--- src/rtl/time_counter.sv ---
// Timekeeping core: divides clk into a one-second base and keeps hr:min:sec (24 h, binary).
// Per-field loads from the shared data bus reset the prescaler and pre-empt any advance.
module time_counter #(
    parameter int TICKS_PER_SEC = 50000000,
    parameter int PRESCALE_W    = 26
) (
    input  logic       clk,
    input  logic       time_reset_n,
    input  logic       run,
    input  logic       ld_sec,
    input  logic       ld_min,
    input  logic       ld_hr,
    input  logic [5:0] input_data,
    output logic [5:0] sec,
    output logic [5:0] min,
    output logic [5:0] hr,
    output logic       sec_tick,
    output logic       day_wrap,
    output logic       load_err
);

    localparam logic [PRESCALE_W-1:0] LP_PRESCALE_TC = PRESCALE_W'(TICKS_PER_SEC - 1);

    logic [PRESCALE_W-1:0] r_prescale;
    logic [5:0]            r_sec;
    logic [5:0]            r_min;
    logic [5:0]            r_hr;
    logic                  r_sec_tick;
    logic                  r_day_wrap;
    logic                  r_load_err;

    logic w_any_ld;
    logic w_advance;
    logic w_sec_wrap;
    logic w_min_wrap;
    logic w_hr_wrap;
    logic w_data_lt60;
    logic w_data_lt24;
    logic w_load_bad;

    assign w_any_ld    = ld_sec | ld_min | ld_hr;
    assign w_advance   = run & ~w_any_ld & (r_prescale == LP_PRESCALE_TC);
    assign w_sec_wrap  = (r_sec == 6'd59);
    assign w_min_wrap  = w_sec_wrap & (r_min == 6'd59);
    assign w_hr_wrap   = w_min_wrap & (r_hr == 6'd23);
    assign w_data_lt60 = (input_data < 6'd60);
    assign w_data_lt24 = (input_data < 6'd24);
    assign w_load_bad  = (ld_sec & ~w_data_lt60) | (ld_min & ~w_data_lt60) | (ld_hr & ~w_data_lt24);

    // Any load, even a rejected one, restarts the second so it lasts a full period.
    always_ff @(posedge clk) begin
        if (!time_reset_n) begin
            r_prescale <= '0;
        end else if (w_any_ld) begin
            r_prescale <= '0;
        end else if (run) begin
            if (r_prescale == LP_PRESCALE_TC) begin
                r_prescale <= '0;
            end else begin
                r_prescale <= r_prescale + PRESCALE_W'(1);
            end
        end
    end

    always_ff @(posedge clk) begin
        if (!time_reset_n) begin
            r_sec <= '0;
            r_min <= '0;
            r_hr  <= '0;
        end else if (w_any_ld) begin
            if (ld_sec && w_data_lt60) begin
                r_sec <= input_data;
            end
            if (ld_min && w_data_lt60) begin
                r_min <= input_data;
            end
            if (ld_hr && w_data_lt24) begin
                r_hr <= input_data;
            end
        end else if (w_advance) begin
            r_sec <= w_sec_wrap ? 6'd0 : r_sec + 6'd1;
            if (w_sec_wrap) begin
                r_min <= w_min_wrap ? 6'd0 : r_min + 6'd1;
            end
            if (w_min_wrap) begin
                r_hr <= w_hr_wrap ? 6'd0 : r_hr + 6'd1;
            end
        end
    end

    always_ff @(posedge clk) begin
        if (!time_reset_n) begin
            r_sec_tick <= 1'b0;
            r_day_wrap <= 1'b0;
            r_load_err <= 1'b0;
        end else begin
            r_sec_tick <= w_advance;
            r_day_wrap <= w_advance & w_hr_wrap;
            r_load_err <= w_load_bad;
        end
    end

    assign sec      = r_sec;
    assign min      = r_min;
    assign hr       = r_hr;
    assign sec_tick = r_sec_tick;
    assign day_wrap = r_day_wrap;
    assign load_err = r_load_err;

endmodule
--- config.mk ---
export PLATFORM = sky130hd
export DESIGN_NAME = time_counter
export DESIGN_NICKNAME = d
export VERILOG_FILES = /design/src/rtl/time_counter.sv
export SDC_FILE = /design/constraint.sdc
export NUM_CORES = 1
export LEC_CHECK = 0
export CORE_ASPECT_RATIO = 1.4
export CORE_MARGIN = 3
export CORE_UTILIZATION = 57
export CTS_BUF_LIST = sky130_fd_sc_hd__clkbuf_2
export CTS_CLUSTER_DIAMETER = 30
export CTS_CLUSTER_SIZE = 10
export DETAILED_ROUTE_END_ITERATION = 8
export GPL_ROUTABILITY_DRIVEN = 0
export PLACE_DENSITY = 0.89
export SLEW_MARGIN = 5
export SYNTH_ARGS = -nofsm -noshare
export SYNTH_HDL_FRONTEND = slang
export SYNTH_SLANG_ARGS = --single-unit
--- constraint.sdc ---
create_clock -name clk -period 2.9 [get_ports clk]
set_input_delay 0.58 -clock clk [delete_from_list [all_inputs] [get_ports clk]]
set_output_delay 0.58 -clock clk [all_outputs]
set_load 0.01 [all_outputs]
==> results of run 1 <==
-- power by group --
group          internal, uW  switching, uW
Sequential              664           19.7
Combinational          77.1           73.4
Clock                  53.6            210
-- flip-flops by register name (all words and copies together) (netlist names) --
name	flops
sec	6
r_prescale	26
min	6
load_err	1
day_wrap	1
hr	6
sec_tick	1
-- tightest hold or removal path, stage by stage (launching register included) --
cell     delay (ns)
dfxtp_1        0.38
nand2_1        0.06
o32ai_1        0.05
-- cells by family after synthesis --
family	after synthesis	share of synthesized area [%]
AND/OR/NAND/NOR	139	29.2
multiplexers	1	0.411
XOR/XNOR	25	8.99
flip-flops	47	38.6
buffers and inverters	24	4.06
AO/OA/AOI/OAI	55	16.7
adder cells (fa/ha/maj)	4	2.05
-- Yosys cell counts, drive strengths merged (2+ instances only) --
library cell and instances:
xor2 7, a221oi 2, nand3b 3, o21a 2, a21boi 2, o41ai 2
inv 11, o31ai 4, nand2 34, buf 2, nand4 9, dfxtp 47
clkbuf 11, a211oi 8, a21oi 7, a22oi 5, o21ai 5, xnor2 18
o32ai 4, and4 6, nor3 10, nor4 5, nor3b 3, o22ai 2
or2 2, and2 3, or3 4, nand3 15, and4b 2, nor2 37
or4 2, ha 4
-- through the flow --
step / setup WS (ns) / power, uW / cell area (um2) / TNS (ns) / utilization (%)
floorplan: 0.393 / 767 / 2440 / 0 / -
global placement: -0.0286 / 840 / 2840 / -0.0502 / 70.5
detailed placement: -0.0679 / 844 / 2840 / -0.162 / 70.5
CTS: 0.427 / 1100 / 2880 / 0 / 71.5
global route: 0.315 / 1150 / 2880 / 0 / 71.5
finish: 0.397 / 1100 / 2880 / 0 / 71.5
-- per-layer routing --
layer / wire [um] / track usage, % / share of wire (%) / up-vias
met1: 2320 / 26.6 / 40 / 1091
met5: 0 / 0 / 0 / -
li1: - / - / - / 1146
met3: 244 / 4.98 / 4.2 / 21
met2: 3010 / 42.2 / 52 / 75
met4: 177 / 9.66 / 3.1 / 0
-- final cells by class --
type                       instances  area (um2)  area share (%)
inverter                          11        41.3            1.44
multi-input combinational        224        1400            48.6
clock buffer                       5        25.0           0.870
timing repair buffer              43         403            14.0
clock inverter                     3        15.0           0.522
sequential                        47         941            32.7
tap                               43        53.8            1.87
-- worst min path at each step --
stage                   startpoint        endpoint  cells after the start
finish                       hr[5]           hr[5]                      2
global route                 hr[1]           hr[1]                      2
CTS                          hr[5]           hr[5]                      2
detailed placement           hr[5]           hr[5]                      2
global placement             hr[1]           hr[1]                      2
floorplan           r_prescale[25]  r_prescale[25]                      2
==> flow_summary.json, run 1 <==
{
  "ff2ff_path_depth": 6,
  "avgRoutedWirePerCell_um": 15.3,
  "report.final.slew_viol_count": 0,
  "synth_warnings": 0,
  "arrival_ns": 2.84,
  "pin_count": 33,
  "cts_tree": "built",
  "avgViaCountPerCell": 6.20,
  "mostFrequentLayoutCell": "dfxtp_1",
  "reg2reg_to": "hr[0]",
  "post-cts-setup-buffers": 0,
  "maxCapViolCount": 0,
  "placementRows": 27,
  "synth-edff-count": 0,
  "grt_pass1_wl_um": 9680,
  "antenna_found_initial": 0,
  "grt_usage_pct": 24.0,
  "drive_gt1_share_pct": 6.91,
  "clk_pin_slew_ns": 0.25,
  "synthesis.nets": 311,
  "grt_pass1_vias": 2286,
  "fin_cells": 376,
  "fin_skew_ns": 0.0294,
  "clkSinkCount": 47,
  "crit_type": "primary input to flip-flop",
  "die_w_um": 61.3,
  "max_clock_freq_mhz": 400,
  "die_h_um": 83.4,
  "holdBufCountCts": 0,
  "rsz0062_at_grt": "no",
  "route.detailed.drc": 0,
  "crit_path_max_fanout": 7,
  "powerDensity_mw_per_mm2": 382,
  "fillCellCount": 332,
  "synth_cells": 295,
  "wl_um": 5750,
  "cts_root_buffer": "clkbuf_2",
  "leakage_uw": 0.000932,
  "ys_top_cells_by_area": "dfxtp_1 (39%), xnor2_1 (6.5%), nor2_1 (5.7%)",
  "cts_buffers": 5,
  "critPathSlowestCell": "or4_4",
  "initial_core_util_pct": 60.6,
  "yosysUniqueCellTypes": 54,
  "worst_pin_slew_ns": 0.661,
  "async_flop_share_pct": 0,
  "ctsResizeCount": 0,
  "num_vias": 2333,
  "final_nets": 348,
  "period_share_pct": 86.3,
  "dieArea_mm2": 0.00511,
  "antennaDiodeCount": 0,
  "relSlewSlack_pct": 55.9,
  "critPathTopFamily": "simple AND/OR/NAND/NOR gates",
  "path_cells": "clkdlybuf4s50_1, or3_4, or4_4, or3_1, a221oi_1, a211oi_1",
  "path_buf_inv": 1,
  "r2r-start": "sec[0]",
  "grt_max_degree": 27,
  "path_depth": 6,
  "startpoint": "ld_hr",
  "setup_viol": 0,
  "ys_seq_elements": 47,
  "final_cell_mix": "dfxtp_1 (47), nor2_1 (37), nand2_1 (34)",
  "max_stage_delay_ns": 0.55,
  "status": "finished clean",
  "syn_area_mm2": 0.00244,
  "yosysTopAreaCell": "dfxtp_1",
  "holdWs_ns": 0.504,
  "cp-start-kind": "primary input",
  "dp_hpwl_um": 4280,
  "endpoint_kind": "flip-flop",
  "insertion_delay_ns": 0.43,
  "r2r_setup_slack_ns": 0.53,
  "synth_top_area_share_pct": 38.6,
  "hold_violations": 0,
  "yosysSeqAreaShare_pct": 38.6,
  "clockBufferDepth": 2,
  "period_minus_slack_ns": 2.50,
  "first_pass_iters": 5,
  "ir_worst_vdd_mv": 0.322,
  "placed_cells": 368,
  "globalRouteOverflowTotal": 0,
  "core_area_mm2": 0.00402,
  "htreeDepth": 2,
  "synth-main-ff-cell": "dfxtp_1",
  "cp.required_ns": 3.24,
  "hold_path_class": "flip-flop to flip-flop",
  "avgSynthCellArea_um2": 8.26,
  "endpoint": "min[1]",
  "drt-initial-drc-count": 190,
  "ant_nets": 0,
  "synthToLayoutAreaGrowth_pct": 18.0,
  "io_buffers": 32
}
Power figures use the tool's default switching activity.
==> inputs of run 2 (changes only) <==
--- a/config.mk
+++ b/config.mk
@@ -6,7 +6,7 @@
 export NUM_CORES = 1
 export LEC_CHECK = 0
 export CORE_ASPECT_RATIO = 1.4
-export CORE_MARGIN = 3
+export CORE_MARGIN = 4
 export CORE_UTILIZATION = 57
 export CTS_BUF_LIST = sky130_fd_sc_hd__clkbuf_2
 export CTS_CLUSTER_DIAMETER = 30
@@ -14,6 +14,7 @@
 export DETAILED_ROUTE_END_ITERATION = 8
 export GPL_ROUTABILITY_DRIVEN = 0
 export PLACE_DENSITY = 0.89
+export SKIP_CTS_REPAIR_TIMING = 1
 export SLEW_MARGIN = 5
 export SYNTH_ARGS = -nofsm -noshare
 export SYNTH_HDL_FRONTEND = slang
==> flow_summary.json, run 2 (synthesized netlist as in run 1, its figures left out) <==
{
  "finalSetupTns_ns": 0,
  "drt-initial-drc-count": 237,
  "clk_pin_slew_ns": 0.23,
  "final_cell_mix": "dfxtp_1 (47), nor2_1 (37), nand2_1 (34)",
  "hold_path_class": "flip-flop to flip-flop",
  "setup_viol": 0,
  "status": "finished clean",
  "reg2reg_to": "hr[0]",
  "core_area_mm2": 0.00402,
  "crit_type": "primary input to flip-flop",
  "initial_core_util_pct": 60.6,
  "num_vias": 2308,
  "die_w_um": 63.3,
  "drive_gt1_share_pct": 7.21,
  "clockBufferDepth": 2,
  "arrival_ns": 2.86,
  "crit_path_max_fanout": 7,
  "relSlewSlack_pct": 57.0,
  "report.final.slew_viol_count": 0,
  "ir_worst_vdd_mv": 0.322,
  "grt_pass1_vias": 2281,
  "endpoint_kind": "flip-flop",
  "r2r_setup_slack_ns": 0.50,
  "synthToLayoutAreaGrowth_pct": 18.1,
  "ant_nets": 0,
  "design_area_mm2": 0.00288,
  "first_pass_iters": 4,
  "hold_violations": 0,
  "clkSinkCount": 47,
  "wl_met3_um": 266,
  "powerDensity_mw_per_mm2": 380,
  "htreeDepth": 2,
  "fillCellCount": 330,
  "cp-start-kind": "primary input",
  "startpoint": "ld_hr",
  "cts_buffers": 5,
  "final_util_pct": 71.6,
  "dr_wl_met2_um": 2980,
  "avgRoutedWirePerCell_um": 15.2,
  "fin_ws_ns": 0.401,
  "antennaDiodeCount": 0,
  "largest_register_ffs": 26,
  "r2r-start": "sec[0]",
  "period_minus_slack_ns": 2.50,
  "postPlaceCellArea_mm2": 0.00284,
  "fin_skew_ns": 0.0164,
  "ff2ff_path_depth": 6,
  "power_uw": 1090,
  "pin_count": 33,
  "leakage_uw": 0.000939,
  "rsz0062_at_grt": "no",
  "grt_pass1_wl_um": 10100,
  "pre_cts_ws_ns": -0.0492,
  "grt_max_degree": 27,
  "dieArea_mm2": 0.00540,
  "mostFrequentLayoutCell": "dfxtp_1",
  "period_share_pct": 86.2,
  "route.detailed.drc": 0,
  "cts_root_buffer": "clkbuf_2",
  "io_buffers": 32,
  "maxCapViolCount": 0,
  "endpoint": "min[0]",
  "top_register": "r_prescale",
  "avgViaCountPerCell": 6.14,
  "placementRows": 27,
  "globalRouteOverflowTotal": 0,
  "max_clock_freq_mhz": 400,
  "cp.required_ns": 3.26,
  "worst_pin_slew_ns": 0.645,
  "antenna_found_initial": 0,
  "die_h_um": 85.4,
  "dp_hpwl_um": 4270,
  "m1WireLength_um": 2300,
  "highest_layer": "met4",
  "insertion_delay_ns": 0.43,
  "cts_tree": "built",
  "grt_usage_pct": 22.9,
  "wl_um": 5700,
  "final_nets": 349
}
==> run 2: routing by layer <==
| metal | track usage (%) | vias to the layer above |
|---|---|---|
| met5 | 0 | - |
| met4 | 10.2 | 0 |
| met3 | 4.50 | 14 |
| met2 | 42.0 | 64 |
| met1 | 25.2 | 1078 |
| li1 | - | 1152 |
==> run 2: stage by stage <==
stage	hold slack, ns	std cells
4_1_cts	0.517	376
3_3_place_gp	0.487	369
6_report	0.517	376
3_5_place_dp	0.492	369
5_1_grt	0.554	376
2_1_floorplan	0.476	295
==> run 2: report_power, final <==
group	internal [uW]	switching, uW	leakage (uW)
Sequential	664	20.3	0.000382
Combinational	78.1	73.0	0.000531
Clock	51.0	206	0.0000262
==> run 2: cell type report <==
class                      instances  area, um2  share of cell area [%]
inverter                          11       41.3                    1.44
multi-input combinational        224       1400                    48.5
tap                               43       53.8                    1.87
timing repair buffer              44        410                    14.3
sequential                        47        941                    32.7
clock buffer                       5       25.0                   0.870
clock inverter                     2       8.76                   0.304
==> run 2: worst min path at each step <==
stage                              start              to  slack, ns  cells past startpoint
after floorplan           r_prescale[25]  r_prescale[25]       0.48                      2
after global placement             hr[1]           hr[1]       0.49                      2
after detailed placement           hr[5]           hr[5]       0.49                      2
after CTS                          hr[5]           hr[5]       0.52                      2
after global routing               hr[5]           hr[5]       0.55                      2
final                              hr[5]           hr[5]       0.52                      2
==> run 2: worst max-delay path, stage by stage <==
cell and delay (ns):
clkdlybuf4s50_1 0.42, or3_4 0.40, or4_4 0.54, or3_1 0.44, and2_4 0.23, a211oi_1 0.25
